<file path="config.mk">
export PLATFORM = sky130hd
export DESIGN_NAME = uart_time_cmd_rx_flat
export DESIGN_NICKNAME = d
export VERILOG_FILES = /design/src/rtl/alarm_pkg.sv /design/src/rtl/uart_time_cmd_rx_if.sv /design/src/rtl/uart_rx_byte.sv /design/src/rtl/uart_time_cmd_rx.sv /design/src/flat_wrapper.sv
export SDC_FILE = /design/constraint.sdc
export NUM_CORES = 1
export LEC_CHECK = 0
export BUFFER_PORTS_ARGS = -buffer_cell sky130_fd_sc_hd__buf_2
export CORE_UTILIZATION = 45
export CTS_CLUSTER_DIAMETER = 60
export DETAILED_ROUTE_END_ITERATION = 8
export SYNTH_ARGS = -nofsm -noshare
export SYNTH_HDL_FRONTEND = slang
export SYNTH_SLANG_ARGS = --single-unit
</file>
<file path="constraint.sdc">
create_clock -name clk -period 3.9 [get_ports clk]
set_input_delay 0.78 -clock clk [delete_from_list [all_inputs] [get_ports clk]]
set_output_delay 0.78 -clock clk [all_outputs]
set_load 0.02 [all_outputs]
</file>
<file path="src/rtl/alarm_pkg.sv">
// Shared definitions for the UART time-set command receiver.
// Holds ASCII constants, the parser state encoding and the bit-period helper.
package alarm_pkg;

  localparam logic [7:0] ASC_T     = 8'h54;
  localparam logic [7:0] ASC_t     = 8'h74;
  localparam logic [7:0] ASC_COLON = 8'h3A;
  localparam logic [7:0] ASC_CR    = 8'h0D;
  localparam logic [7:0] ASC_LF    = 8'h0A;
  localparam logic [7:0] ASC_0     = 8'h30;
  localparam logic [7:0] ASC_5     = 8'h35;
  localparam logic [7:0] ASC_9     = 8'h39;

  typedef enum logic [2:0] {
    P_IDLE = 3'd0,
    P_M10  = 3'd1,
    P_M1   = 3'd2,
    P_COL  = 3'd3,
    P_S10  = 3'd4,
    P_S1   = 3'd5,
    P_END  = 3'd6,
    P_DISC = 3'd7
  } pstate_e;

  // Truncating division, so slightly fast baud clocks round toward shorter bits.
  function automatic int unsigned clks_per_bit(input int unsigned clk_hz, input int unsigned baud);
    return clk_hz / baud;
  endfunction

endpackage

</file>
<file path="src/rtl/uart_time_cmd_rx_if.sv">
// Serial line plus time-preset outputs of the UART command receiver.
// slave = receiver side, master = line driver / consumer side.
interface uart_time_cmd_rx_if;
  logic       rx;
  logic       load_valid;
  logic [2:0] load_min_tens;
  logic [3:0] load_min_ones;
  logic [2:0] load_sec_tens;
  logic [3:0] load_sec_ones;
  logic       frame_err;
  logic       cmd_err;
  logic       busy;

  modport slave (
    input  rx,
    output load_valid, load_min_tens, load_min_ones, load_sec_tens, load_sec_ones,
    output frame_err, cmd_err, busy
  );

  modport master (
    output rx,
    input  load_valid, load_min_tens, load_min_ones, load_sec_tens, load_sec_ones,
    input  frame_err, cmd_err, busy
  );
endinterface

</file>
<file path="src/rtl/uart_rx_byte.sv">
// 8N1 byte receiver: two-flop rx synchroniser, centre-sampling byte FSM.
// Emits each good byte for one cycle, or a frame_err pulse when the stop bit is low.
module uart_rx_byte #(
  parameter int unsigned CLKS_PER_BIT = 868
) (
  input  logic       clk,
  input  logic       rst,
  input  logic       i_rx,
  output logic [7:0] o_data,
  output logic       o_data_valid,
  output logic       o_frame_err,
  output logic       o_busy
);

  localparam int CNT_W = $clog2(CLKS_PER_BIT);

  localparam logic [1:0] S_IDLE  = 2'd0;
  localparam logic [1:0] S_START = 2'd1;
  localparam logic [1:0] S_DATA  = 2'd2;
  localparam logic [1:0] S_STOP  = 2'd3;

  localparam logic [CNT_W-1:0] CNT_HALF = CNT_W'(CLKS_PER_BIT / 2);
  localparam logic [CNT_W-1:0] CNT_FULL = CNT_W'(CLKS_PER_BIT - 1);
  localparam logic [CNT_W-1:0] CNT_ONE  = CNT_W'(1);
  localparam logic [CNT_W-1:0] CNT_ZERO = CNT_W'(0);

  logic [1:0]       r_sync;
  logic             r_prev;
  logic [1:0]       r_state;
  logic [CNT_W-1:0] r_cnt;
  logic [2:0]       r_bit;
  logic [7:0]       r_shift;
  logic             r_valid;
  logic             r_ferr;
  logic             w_rx;
  logic             w_tick;

  assign w_rx   = r_sync[1];
  assign w_tick = (r_cnt == CNT_ZERO);

  // Preset to idle-high so reset release never looks like a start edge.
  always_ff @(posedge clk or posedge rst) begin
    if (rst) begin
      r_sync <= 2'b11;
      r_prev <= 1'b1;
    end else begin
      r_sync <= {r_sync[0], i_rx};
      r_prev <= w_rx;
    end
  end

  always_ff @(posedge clk or posedge rst) begin
    if (rst) begin
      r_state <= S_IDLE;
      r_cnt   <= CNT_ZERO;
      r_bit   <= 3'd0;
      r_shift <= 8'h00;
      r_valid <= 1'b0;
      r_ferr  <= 1'b0;
    end else begin
      r_valid <= 1'b0;
      r_ferr  <= 1'b0;
      case (r_state)
        S_IDLE: begin
          if (!w_rx && r_prev) begin
            r_state <= S_START;
            r_cnt   <= CNT_HALF;
          end
        end
        S_START: begin
          if (!w_tick) begin
            r_cnt <= r_cnt - CNT_ONE;
          end else if (!w_rx) begin
            r_state <= S_DATA;
            r_cnt   <= CNT_FULL;
            r_bit   <= 3'd0;
          end else begin
            r_state <= S_IDLE;
          end
        end
        S_DATA: begin
          if (!w_tick) begin
            r_cnt <= r_cnt - CNT_ONE;
          end else begin
            r_shift <= {w_rx, r_shift[7:1]};
            r_cnt   <= CNT_FULL;
            if (r_bit == 3'd7) begin
              r_state <= S_STOP;
            end else begin
              r_bit <= r_bit + 3'd1;
            end
          end
        end
        S_STOP: begin
          if (!w_tick) begin
            r_cnt <= r_cnt - CNT_ONE;
          end else begin
            r_valid <= w_rx;
            r_ferr  <= !w_rx;
            r_state <= S_IDLE;
          end
        end
        default: r_state <= S_IDLE;
      endcase
    end
  end

  assign o_data       = r_shift;
  assign o_data_valid = r_valid;
  assign o_frame_err  = r_ferr;
  assign o_busy       = (r_state != S_IDLE);

endmodule

</file>
<file path="src/rtl/uart_time_cmd_rx.sv">
// Parses "T<m10><m1>:<s10><s1><CR|LF>" from the UART byte stream and
// issues a one-cycle load strobe with four BCD digits for the time counters.
module uart_time_cmd_rx
  import alarm_pkg::*;
#(
  parameter int unsigned CLK_HZ = 100_000_000,
  parameter int unsigned BAUD   = 115200
) (
  input  logic              clk,
  input  logic              rst,
  uart_time_cmd_rx_if.slave bus
);

  localparam int unsigned CLKS_PER_BIT = clks_per_bit(CLK_HZ, BAUD);

  logic [7:0] w_data;
  logic       w_data_valid;
  logic       w_frame_err;
  logic       w_byte_busy;
  logic       w_is_t;
  logic       w_is_term;
  logic       w_is_d5;
  logic       w_is_d9;

  pstate_e    r_pstate;
  logic [2:0] r_sh_m10;
  logic [3:0] r_sh_m1;
  logic [2:0] r_sh_s10;
  logic [3:0] r_sh_s1;
  logic [2:0] r_min_tens;
  logic [3:0] r_min_ones;
  logic [2:0] r_sec_tens;
  logic [3:0] r_sec_ones;
  logic       r_load_valid;
  logic       r_cmd_err;
  logic       r_frame_err;
  logic       r_busy;

  uart_rx_byte #(.CLKS_PER_BIT(CLKS_PER_BIT)) u_byte (
    .clk          (clk),
    .rst          (rst),
    .i_rx         (bus.rx),
    .o_data       (w_data),
    .o_data_valid (w_data_valid),
    .o_frame_err  (w_frame_err),
    .o_busy       (w_byte_busy)
  );

  assign w_is_t    = (w_data == ASC_T) || (w_data == ASC_t);
  assign w_is_term = (w_data == ASC_CR) || (w_data == ASC_LF);
  assign w_is_d5   = (w_data >= ASC_0) && (w_data <= ASC_5);
  assign w_is_d9   = (w_data >= ASC_0) && (w_data <= ASC_9);

  // One state step per received byte; in-range ASCII digits carry their value in the low nibble.
  always_ff @(posedge clk or posedge rst) begin
    if (rst) begin
      r_pstate     <= P_IDLE;
      r_sh_m10     <= 3'd0;
      r_sh_m1      <= 4'd0;
      r_sh_s10     <= 3'd0;
      r_sh_s1      <= 4'd0;
      r_min_tens   <= 3'd0;
      r_min_ones   <= 4'd0;
      r_sec_tens   <= 3'd0;
      r_sec_ones   <= 4'd0;
      r_load_valid <= 1'b0;
      r_cmd_err    <= 1'b0;
      r_frame_err  <= 1'b0;
      r_busy       <= 1'b0;
    end else begin
      r_load_valid <= 1'b0;
      r_cmd_err    <= 1'b0;
      r_frame_err  <= w_frame_err;
      r_busy       <= w_byte_busy || (r_pstate != P_IDLE);
      if (w_frame_err) begin
        if (r_pstate != P_IDLE) r_pstate <= P_DISC;
      end else if (w_data_valid) begin
        if (w_is_t && (r_pstate != P_DISC)) begin
          r_pstate <= P_M10;
        end else begin
          case (r_pstate)
            P_IDLE: r_pstate <= P_IDLE;
            P_M10: begin
              if (w_is_d5) begin r_sh_m10 <= w_data[2:0]; r_pstate <= P_M1; end
              else begin r_cmd_err <= 1'b1; r_pstate <= P_DISC; end
            end
            P_M1: begin
              if (w_is_d9) begin r_sh_m1 <= w_data[3:0]; r_pstate <= P_COL; end
              else begin r_cmd_err <= 1'b1; r_pstate <= P_DISC; end
            end
            P_COL: begin
              if (w_data == ASC_COLON) r_pstate <= P_S10;
              else begin r_cmd_err <= 1'b1; r_pstate <= P_DISC; end
            end
            P_S10: begin
              if (w_is_d5) begin r_sh_s10 <= w_data[2:0]; r_pstate <= P_S1; end
              else begin r_cmd_err <= 1'b1; r_pstate <= P_DISC; end
            end
            P_S1: begin
              if (w_is_d9) begin r_sh_s1 <= w_data[3:0]; r_pstate <= P_END; end
              else begin r_cmd_err <= 1'b1; r_pstate <= P_DISC; end
            end
            P_END: begin
              if (w_is_term) begin
                r_min_tens   <= r_sh_m10;
                r_min_ones   <= r_sh_m1;
                r_sec_tens   <= r_sh_s10;
                r_sec_ones   <= r_sh_s1;
                r_load_valid <= 1'b1;
                r_pstate     <= P_IDLE;
              end else begin
                r_cmd_err <= 1'b1;
                r_pstate  <= P_DISC;
              end
            end
            P_DISC: begin
              if (w_is_term) r_pstate <= P_IDLE;
            end
            default: r_pstate <= P_DISC;
          endcase
        end
      end
    end
  end

  assign bus.load_valid    = r_load_valid;
  assign bus.load_min_tens = r_min_tens;
  assign bus.load_min_ones = r_min_ones;
  assign bus.load_sec_tens = r_sec_tens;
  assign bus.load_sec_ones = r_sec_ones;
  assign bus.frame_err     = r_frame_err;
  assign bus.cmd_err       = r_cmd_err;
  assign bus.busy          = r_busy;

endmodule
</file>
<file path="src/flat_wrapper.sv">
// flat-port wrapper written by rule: the top's interface ports become plain ports
module uart_time_cmd_rx_flat import alarm_pkg::*;
#(
  parameter int unsigned CLK_HZ = 100_000_000,
  parameter int unsigned BAUD   = 115200
)
  (clk, rst, bus_rx, bus_load_valid, bus_load_min_tens, bus_load_min_ones, bus_load_sec_tens, bus_load_sec_ones, bus_frame_err, bus_cmd_err, bus_busy);
  uart_time_cmd_rx_if bus_i ();
  input  logic clk;
  input  logic rst;
  input wire logic [$bits(bus_i.rx)-1:0] bus_rx;
  output wire logic [$bits(bus_i.load_valid)-1:0] bus_load_valid;
  output wire logic [$bits(bus_i.load_min_tens)-1:0] bus_load_min_tens;
  output wire logic [$bits(bus_i.load_min_ones)-1:0] bus_load_min_ones;
  output wire logic [$bits(bus_i.load_sec_tens)-1:0] bus_load_sec_tens;
  output wire logic [$bits(bus_i.load_sec_ones)-1:0] bus_load_sec_ones;
  output wire logic [$bits(bus_i.frame_err)-1:0] bus_frame_err;
  output wire logic [$bits(bus_i.cmd_err)-1:0] bus_cmd_err;
  output wire logic [$bits(bus_i.busy)-1:0] bus_busy;
  assign bus_i.rx = bus_rx;
  assign bus_load_valid = bus_i.load_valid;
  assign bus_load_min_tens = bus_i.load_min_tens;
  assign bus_load_min_ones = bus_i.load_min_ones;
  assign bus_load_sec_tens = bus_i.load_sec_tens;
  assign bus_load_sec_ones = bus_i.load_sec_ones;
  assign bus_frame_err = bus_i.frame_err;
  assign bus_cmd_err = bus_i.cmd_err;
  assign bus_busy = bus_i.busy;
  uart_time_cmd_rx #(.CLK_HZ(CLK_HZ), .BAUD(BAUD)) u_core (.clk(clk), .rst(rst), .bus(bus_i));
endmodule
</file>
# Yosys cells after proc, flatten, opt, wreduce, memory -nomap -nowiden
# Index checks and enable logic that the tools add are counted.
# classes
n_lt_le_gt_ge	3
reduce_logical	27
muxes	47
bitwise_logic	2
add_sub_neg	2
eq_ne	28
# op_table
op	n
$mux W10	5
$pmux W10 S4	1
$mux W3	12
$reduce_and A5 Y1	7
$pmux W3 S8	1
$mux W1	17
$eq A8 B4 Y1 const B	2
$eq A8 B7 Y1 const B	2
$le A8 B6 Y1 const B	2
$mux W2	8
$ne A2 B2 Y1 const B	8
$eq A3 B3 Y1 const B	5
$logic_not A10 Y1	1
$sub A10 B1 Y10 const B	1
$eq A8 B6 Y1 const B	1
$ge A8 B6 Y1 const B	1
$pmux W2 S4	1
$eq A3 B2 Y1 const B	2
$ne A3 B3 Y1 const B	2
$pmux W3 S2	1
$reduce_and A3 Y1	2
$reduce_bool A2 Y1	3
$eq A2 B2 Y1 const B	2
$logic_and A1 B1 Y1	4
14 further kinds	18
# totals
inputBits	3
ff_bits	63

# Longest topological paths before layout
# Gate-level depths: netlist (run 1).
# depth
word_depth	7
mapped_depth	9
mapped_depth_nobuf	7

# By module
# From an unflattened synthesis (run 1), not the netlist that was laid out.
# unflattened
hier_cells	281
area_unflattened_um2	3314.4
# by_module_without_submodules
module	cells_per_inst	seq_area_each_um2	instances	area_per_inst_um2
uart_time_cmd_rx	134	875.8	1	1706.6
uart_rx_byte	147	704.4	1	1607.8

# Worst setup path before layout (run 1)
# Ideal clock, no wire load.
# synth_path
kind	register to register
from	register u_core.u_byte.r_cnt[1]
to	register u_core.u_byte.r_cnt[6]
n_path_buf	1
setup_time_ns	0.122
t_arrival_ns	2.086
required_time_ns	3.778
path_stages_with_launch	9
setup_slack_ns	1.693
path_cell_list	dfrtp_1 -> inv_1 -> ha_1 -> or4b_1 -> or3_1 -> buf_6 -> o21ai_4 -> nor3_1 -> a32o_1
# synth_via
elab_chain_cells	3
elab_cells_between_ends	9
classes_between	1 x add/sub; 2 x eq/ne; 4 x mux; 2 x reduce/logical
# synth_rtl
item	line_no	source
start: declaration	uart_rx_byte.sv:30	logic [CNT_W-1:0] r_cnt;
start signal: assignment	uart_rx_byte.sv:72	r_cnt <= r_cnt - CNT_ONE;
start signal: assignment	uart_rx_byte.sv:83	r_cnt <= r_cnt - CNT_ONE;
start signal: assignment	uart_rx_byte.sv:96	r_cnt <= r_cnt - CNT_ONE;
$sub A10 B1 Y10 / $logic_not A10 Y1 (equally long branches)	-	
$mux W10 (tied with other cells)	uart_rx_byte.sv:95	if (!w_tick) begin
$pmux W10 S4 / $reduce_and A3 Y1 (equally long branches)	-	
# Parallel ways exist; a longest one is shown, timed or not. The select of a mux whose other input is x is not followed.
# A chain may end at the register's enable or synchronous reset.

# Worst setup path after layout (run 1)
# layout_path
from	register u_core.u_byte.r_cnt[1]
to	register u_core.u_byte.r_cnt[2]
# Same word-level chain as after synthesis.

==> flow_metrics.tcl, run 1 <==
set metrics [dict create \
    io_buffers 20 \
    setup_viol 0 \
    clkSinkCount 63 \
    ant_nets 0 \
    dp.cells 397 \
    finish.utilization_pct 51.3 \
    p_sw_share_pct 37.9 \
    synth_area_um2 3170 \
    p_switching_mw 0.739 \
    cts_tree "yes" \
    drive_gt1_share_pct 27.1 \
    p_int_mw 1.21 \
    cts_max_path_buffers 2 \
    clock_skew_ns 0.00767 \
    viasPerCell 5.42 \
    combPwrFrac_pct 34.0 \
    power.share.sequential_pct 41.2 \
    seq_area_frac_synth_pct 49.9 \
    power_density_nw_per_um2 559 \
    place.gp.congestion 0.839 \
    min_path_type "reg2reg" \
    synth-edff-count 0 \
    cp.arrival_ns 2.81 \
    routed_wirelength_um 5670 \
    grt_pass1_wl_um 9670 \
    min_period_ns 2.63 \
    dp_hpwl_um 3940 \
    track_usage_pct 17.0 \
    cts-root-buf "clkbuf_8" \
    yosys_warnings 0 \
    drt_iter0_drc 140 \
    maxCapViolCount 0 \
    hold_ws_ns 0.364 \
    tns_ns 0 \
    placed_cell_area_um2 3320 \
    crit_type "reg2reg" \
    async_flop_share_pct 100 \
    syn_inst 295 \
    drtPass1Iterations 4 \
    final_area_um2 3490 \
    post-cts-setup-buffers 0 \
    grt_max_degree 38 \
    p_leak_nw 1.66 \
    end_kind "flip-flop" \
    status "finished clean" \
    yosys_register_bits 63 \
    die_x_um 85.9 \
    final_net_count 323 \
    overflow 0 \
    vias 2240 \
    drv_slew 0 \
    finalCritPeriodShare_pct 67.4 \
    relSlewSlack_pct 49.6 \
    instances_no_fill 413 \
    die_h_um 85.9 \
    rsz0062_at_grt "false" \
    htreeDepth 3 \
    clock.fmax_mhz 380 \
    clk_latency_ns 0.34 \
    grt_pass1_vias 2021 \
    antenna_found_initial 0 \
    crit_fanout 17 \
    ctsResizeCount 0 \
    syn_to_final_growth_pct 10.2 \
    coreArea_um2 6790 \
    ys.flop_type "dfrtp_1" \
    route.detailed.drc 0 \
    numCtsBuffers 9 \
    wl_per_cell_um 13.7 \
    placementRows 30 \
    p_clk_share_pct 24.8 \
    required_ns 4.08 \
    path_clk_slew_ns 0.07 \
    initial_utilization_pct 46.6 \
    vdd_ir_drop_max_mv 0.233 \
    hold_viol 0 \
    worst_pin_slew_ns 0.755 \
    ys_types 54 \
    die_area_um2 7370 \
    synth_area_per_cell_um2 10.7 \
    ios 21 \
    diodes 0 \
    synth_fp_nets 306 \
    startpoint_type "flip-flop" \
    holdBufCountCts 0 \
]
==> flip-flops by register name (all words and copies together), names as in the netlist, 2 cells and up, named ones only <==
register	flops
u_core.bus.load_sec_ones	4
u_core.bus.load_min_ones	4
u_core.bus.load_sec_tens	3
u_core.r_pstate	3
u_core.bus.load_min_tens	3
u_core.r_sh_m10	3
u_core.u_byte.r_bit	3
u_core.r_sh_s1	4
u_core.u_byte.r_cnt	10
u_core.u_byte.o_data	8
u_core.r_sh_s10	3
u_core.r_sh_m1	4
u_core.u_byte.r_sync	2
==> cell families after synthesis <==
family,synth area share [%]
AND/OR/NAND/NOR,14.3
AO/OA/AOI/OAI,14.7
flip-flops,49.9
multiplexers,13.4
buffers and inverters,4.51
adder cells (fa/ha/maj),3.16
==> metrics by stage <==
stage / worst slack (ns) / total power [mW]
floorplan: 1.56 / 1.35
global placement: 1.31 / 1.47
detailed placement: 1.31 / 1.48
CTS: 1.28 / 1.97
global route: 1.14 / 2.09
finish: 1.27 / 1.95
==> routing by layer <==
metal	track usage [%]	vias up	wire [µm]
li1	-	1102	-
met4	8.18	0	97
met1	24.6	1091	2890
met2	23.8	38	2510
met3	4.14	9	176
met5	0	-	0
==> Yosys cell counts (all sizes together), types with 2 or more instances <==
library cell	instances	area [µm²]
dfrtp	60	1500
mux2	36	405
o21ai	26	141
a21oi	19	98.9
inv	17	63.8
nor2	17	66.3
nand2	13	48.8
nor3	13	65.1
clkbuf	11	41.3
nand2b	9	56.3
ha	8	100
nand3	6	30.0
buf	5	37.5
nor4	4	25.0
a31oi	3	18.8
dfstp	3	78.8
nor3b	3	22.5
or3	3	18.8
or4	3	22.5
a211oi	2	27.5
a21o	2	15.0
a41oi	2	25.0
mux2i	2	20.0
nand4	2	12.5
nor4bb	2	20.0
o22ai	2	12.5
o31ai	2	15.0
==> layout make-up <==
class,count,area (µm²)
clock buffer,10,128
tap,96,120
clock inverter,6,37.5
timing repair buffer,22,115
inverter,17,63.8
fill,598,3310
multi-input combinational,199,1440
sequential,63,1580
==> worst paths after layout <==
path	startpoint	endpoint	slack, ns	depth (start not counted)
max in group asynchronous	rst	u_core.bus.load_min_tens[0]$_DFFE_PP0P_	2.50	3
worst max register to register	u_core.u_byte.r_cnt[1]$_DFFE_PP0P_	u_core.u_byte.r_cnt[2]$_DFFE_PP0P_	1.27	7
min in group asynchronous	rst	u_core.bus.load_valid$_DFF_PP0_	0.57	2
worst max-delay path	u_core.u_byte.r_cnt[1]$_DFFE_PP0P_	u_core.u_byte.r_cnt[2]$_DFFE_PP0P_	1.27	7
worst min register to register	u_core.u_byte.r_sync[0]$_DFF_PP1_	u_core.u_byte.r_sync[1]$_DFF_PP1_	0.36	0
worst min-delay path	u_core.u_byte.r_sync[0]$_DFF_PP1_	u_core.u_byte.r_sync[1]$_DFF_PP1_	0.36	0
==> layout by cell type, fill, tap and decap left out, types with 4 or more instances in the layout <==
| master | synthesis | layout |
|---|---|---|
| ha_1 | 8 | 8 |
| nor2_1 | 16 | 16 |
| mux2_2 | 36 | 36 |
| dfrtp_1 | 60 | 60 |
| buf_2 | 3 | 20 |
| nand2_1 | 13 | 13 |
| inv_1 | 17 | 16 |
| a21oi_1 | 18 | 18 |
| clkbuf_8 | 0 | 9 |
| o21ai_0 | 22 | 22 |
| nand3_1 | 6 | 6 |
| nor3_1 | 13 | 13 |
| nand2b_1 | 9 | 9 |
| nor4_1 | 4 | 4 |
==> power by group through the flow <==
stage | sequential (mW) | combinational, mW | clock, mW
floorplan | 0.787 | 0.567 | 0
detailed placement | 0.814 | 0.664 | 0
global route | 0.818 | 0.750 | 0.526
global placement | 0.814 | 0.656 | 0
finish | 0.804 | 0.663 | 0.483
CTS | 0.803 | 0.668 | 0.499
==> worst max-delay path: stages (launching register included) <==
cell and delay, ns:
dfrtp_1 0.39, inv_1 0.09, ha_1 0.19, or4b_1 0.54
or3_1 0.50, o21ai_4 0.40, nand2b_1 0.25, o31ai_1 0.12
Note: power is estimated with default switching activity, not from simulation.
==> inputs of run 2 (changes only) <==
clock period = 2.3 ns   (was 3.9 ns; I/O delays follow)
==> flow_metrics.tcl, run 2 (synthesis gave the netlist of run 1 again) <==
set metrics [dict create \
    finalCritPeriodShare_pct 98.0 \
    viasPerCell 5.39 \
    min_period_ns 2.25 \
    placed_cell_area_um2 3480 \
    mostFrequentLayoutCells "dfrtp_1, mux2_2, buf_4" \
    cts_tree "yes" \
    routed_wirelength_um 6290 \
    final-seq-area_um2 1580 \
    vdd_ir_drop_max_mv 0.623 \
    die_h_um 85.9 \
    path_cells "inv_2, ha_4, or4b_4, or3_4, buf_6, a211oi_4, nand3_1, o21ai_1" \
    grt_max_degree 25 \
    relSlewSlack_pct 55.2 \
    final_area_um2 3740 \
    r2r-start "u_core.u_byte.r_cnt[1]$_DFFE_PP0P_" \
    r2r_end "u_core.u_byte.r_bit[0]$_DFFE_PP0P_" \
    ant_nets 0 \
    r2r_cells 8 \
    placementRows 30 \
    cp_slowest_stage_delay_ns 0.47 \
    cts-root-buf "clkbuf_8" \
    ios 21 \
    grt_pass1_wl_um 10700 \
    crit_type "reg2reg" \
    vias 2346 \
    final_net_count 345 \
    setup.worst_path.start "u_core.u_byte.r_cnt[1]$_DFFE_PP0P_" \
    setup_viol 0 \
    power_density_nw_per_um2 1010 \
    maxCapViolCount 0 \
    antenna_found_initial 0 \
    place.gp.congestion 0.815 \
    n_fill_cell 600 \
    drt_iter0_drc 133 \
    startpoint_type "flip-flop" \
    overflow 0 \
    min_path_type "in2async" \
    initial_utilization_pct 46.6 \
    wl_per_cell_um 14.4 \
    path_clk_slew_ns 0.08 \
    end_kind "flip-flop" \
    syn_to_final_growth_pct 18.2 \
    multi_input_area_um2 1460 \
    drtPass1Iterations 4 \
    cp.arrival_ns 2.53 \
    p_leak_nw 1.80 \
    mostFrequentLayoutCell "dfrtp_1" \
    critPathSlowestCell "or4b_4" \
    diodes 0 \
    rsz0062_at_grt "true" \
    drive_gt1_share_pct 33.3 \
    clock_skew_ns 0.00808 \
    hold_viol 0 \
    die_x_um 85.9 \
    required_ns 2.57 \
    clkSinkCount 63 \
    regMostFlops "u_core.u_byte.r_cnt" \
    dp_hpwl_um 4310 \
    cts_max_path_buffers 2 \
    coreArea_um2 6790 \
    clock.fmax_mhz 444 \
    route.detailed.drc 0 \
    track_usage_pct 18.7 \
    numCtsBuffers 9 \
    cp-endpoint "u_core.u_byte.r_bit[0]$_DFFE_PP0P_" \
    finish.utilization_pct 55.1 \
    r2r_slack_ns 0.05 \
    htreeDepth 3 \
    worst_pin_slew_ns 0.665 \
    clk_latency_ns 0.35 \
    drv_slew 0 \
    grt_pass1_vias 2218 \
    crit_fanout 6 \
    die_area_um2 7370 \
    status "finished clean" \
    largest_reg_flops 10 \
    io_buffers 20 \
]
## run 2: changes by cell type in the layout (fill, tap and decap cells not counted), moves of 2 or more
| cell | before | now |
|---|---|---|
| bufinv_16 | 0 | 2 |
| clkinv_2 | 3 | 0 |
| o21ai_0 | 22 | 19 |
| o21ai_1 | 3 | 6 |
| buf_4 | 2 | 23 |
## run 2: critical path, delay by kind of cell (launching register included)
family | cells | cell delay (ns)
buffers and inverters | 2 | 0.24
and+or+nand+nor | 3 | 1.00
AOI/OAI and AO/OA | 2 | 0.41
DFF | 1 | 0.40
adders and majority gates | 1 | 0.14
## run 2: worst min-delay path by stage
stage | to | slack [ns] | from
after floorplan | u_core.u_byte.r_sync[1]$_DFF_PP1_ | 0.35 | u_core.u_byte.r_sync[0]$_DFF_PP1_
after global placement | u_core.u_byte.r_sync[1]$_DFF_PP1_ | 0.35 | u_core.u_byte.r_sync[0]$_DFF_PP1_
after detailed placement | u_core.u_byte.r_sync[1]$_DFF_PP1_ | 0.35 | u_core.u_byte.r_sync[0]$_DFF_PP1_
after CTS | u_core.bus.load_sec_tens[1]$_DFFE_PP0P_ | 0.13 | rst
after global routing | u_core.bus.load_sec_tens[1]$_DFFE_PP0P_ | 0.16 | rst
final | u_core.bus.load_sec_tens[1]$_DFFE_PP0P_ | 0.12 | rst
## run 2: per-layer routing
metal	GRT usage [%]	wire length, µm	vias to the layer above
li1	-	-	1148
met1	27.4	3130	1134
met2	26.5	2780	53
met3	4.33	250	11
met4	8.18	131	0
met5	0	0	-
## run 2: report_power, final
group | total, mW | internal (mW) | leakage [nW] | switching (mW)
registers | 1.31 | 1.23 | 0.849 | 0.0866
logic | 1.36 | 0.550 | 0.846 | 0.806
clock network | 1.11 | 0.645 | 0.109 | 0.464
total | 3.78 | 2.42 | 1.80 | 1.36
## run 2: final cells by class
class,count,share of cell area [%]
sequential,63,42.2
multi-input combinational,199,39.1
timing repair buffer,44,7.59
clock buffer,10,3.68
tap,96,3.21
clock inverter,6,2.47
inverter,17,1.71
## run 2: stage by stage
| step | setup WS [ns] | hold slack, ns | TNS, ns | power [mW] | instances |
|---|---|---|---|---|---|
| final | 0.0456 | 0.119 | 0 | 3.78 | 435 |
| after global placement | 0.0766 | 0.347 | 0 | 2.60 | 418 |
| after CTS | 0.0310 | 0.130 | 0 | 3.73 | 434 |
| after global routing | -0.0792 | 0.157 | -0.404 | 4.02 | 435 |
| after detailed placement | -0.00369 | 0.347 | -0.00369 | 2.61 | 418 |
| after floorplan | 0.0928 | 0.345 | 0 | 2.30 | 295 |
## run 2: repair_timing
| action | CTS | global route |
|---|---|---|
| hold endpoints to repair | 0 | 0 |
| hold buffers | 0 | 0 |
| resized for setup | 0 | 9 |
| setup buffers | 0 | 1 |
| pin swaps | 1 | 4 |
| setup endpoints to repair | 2 | 21 |
| gates cloned | 0 | 0 |
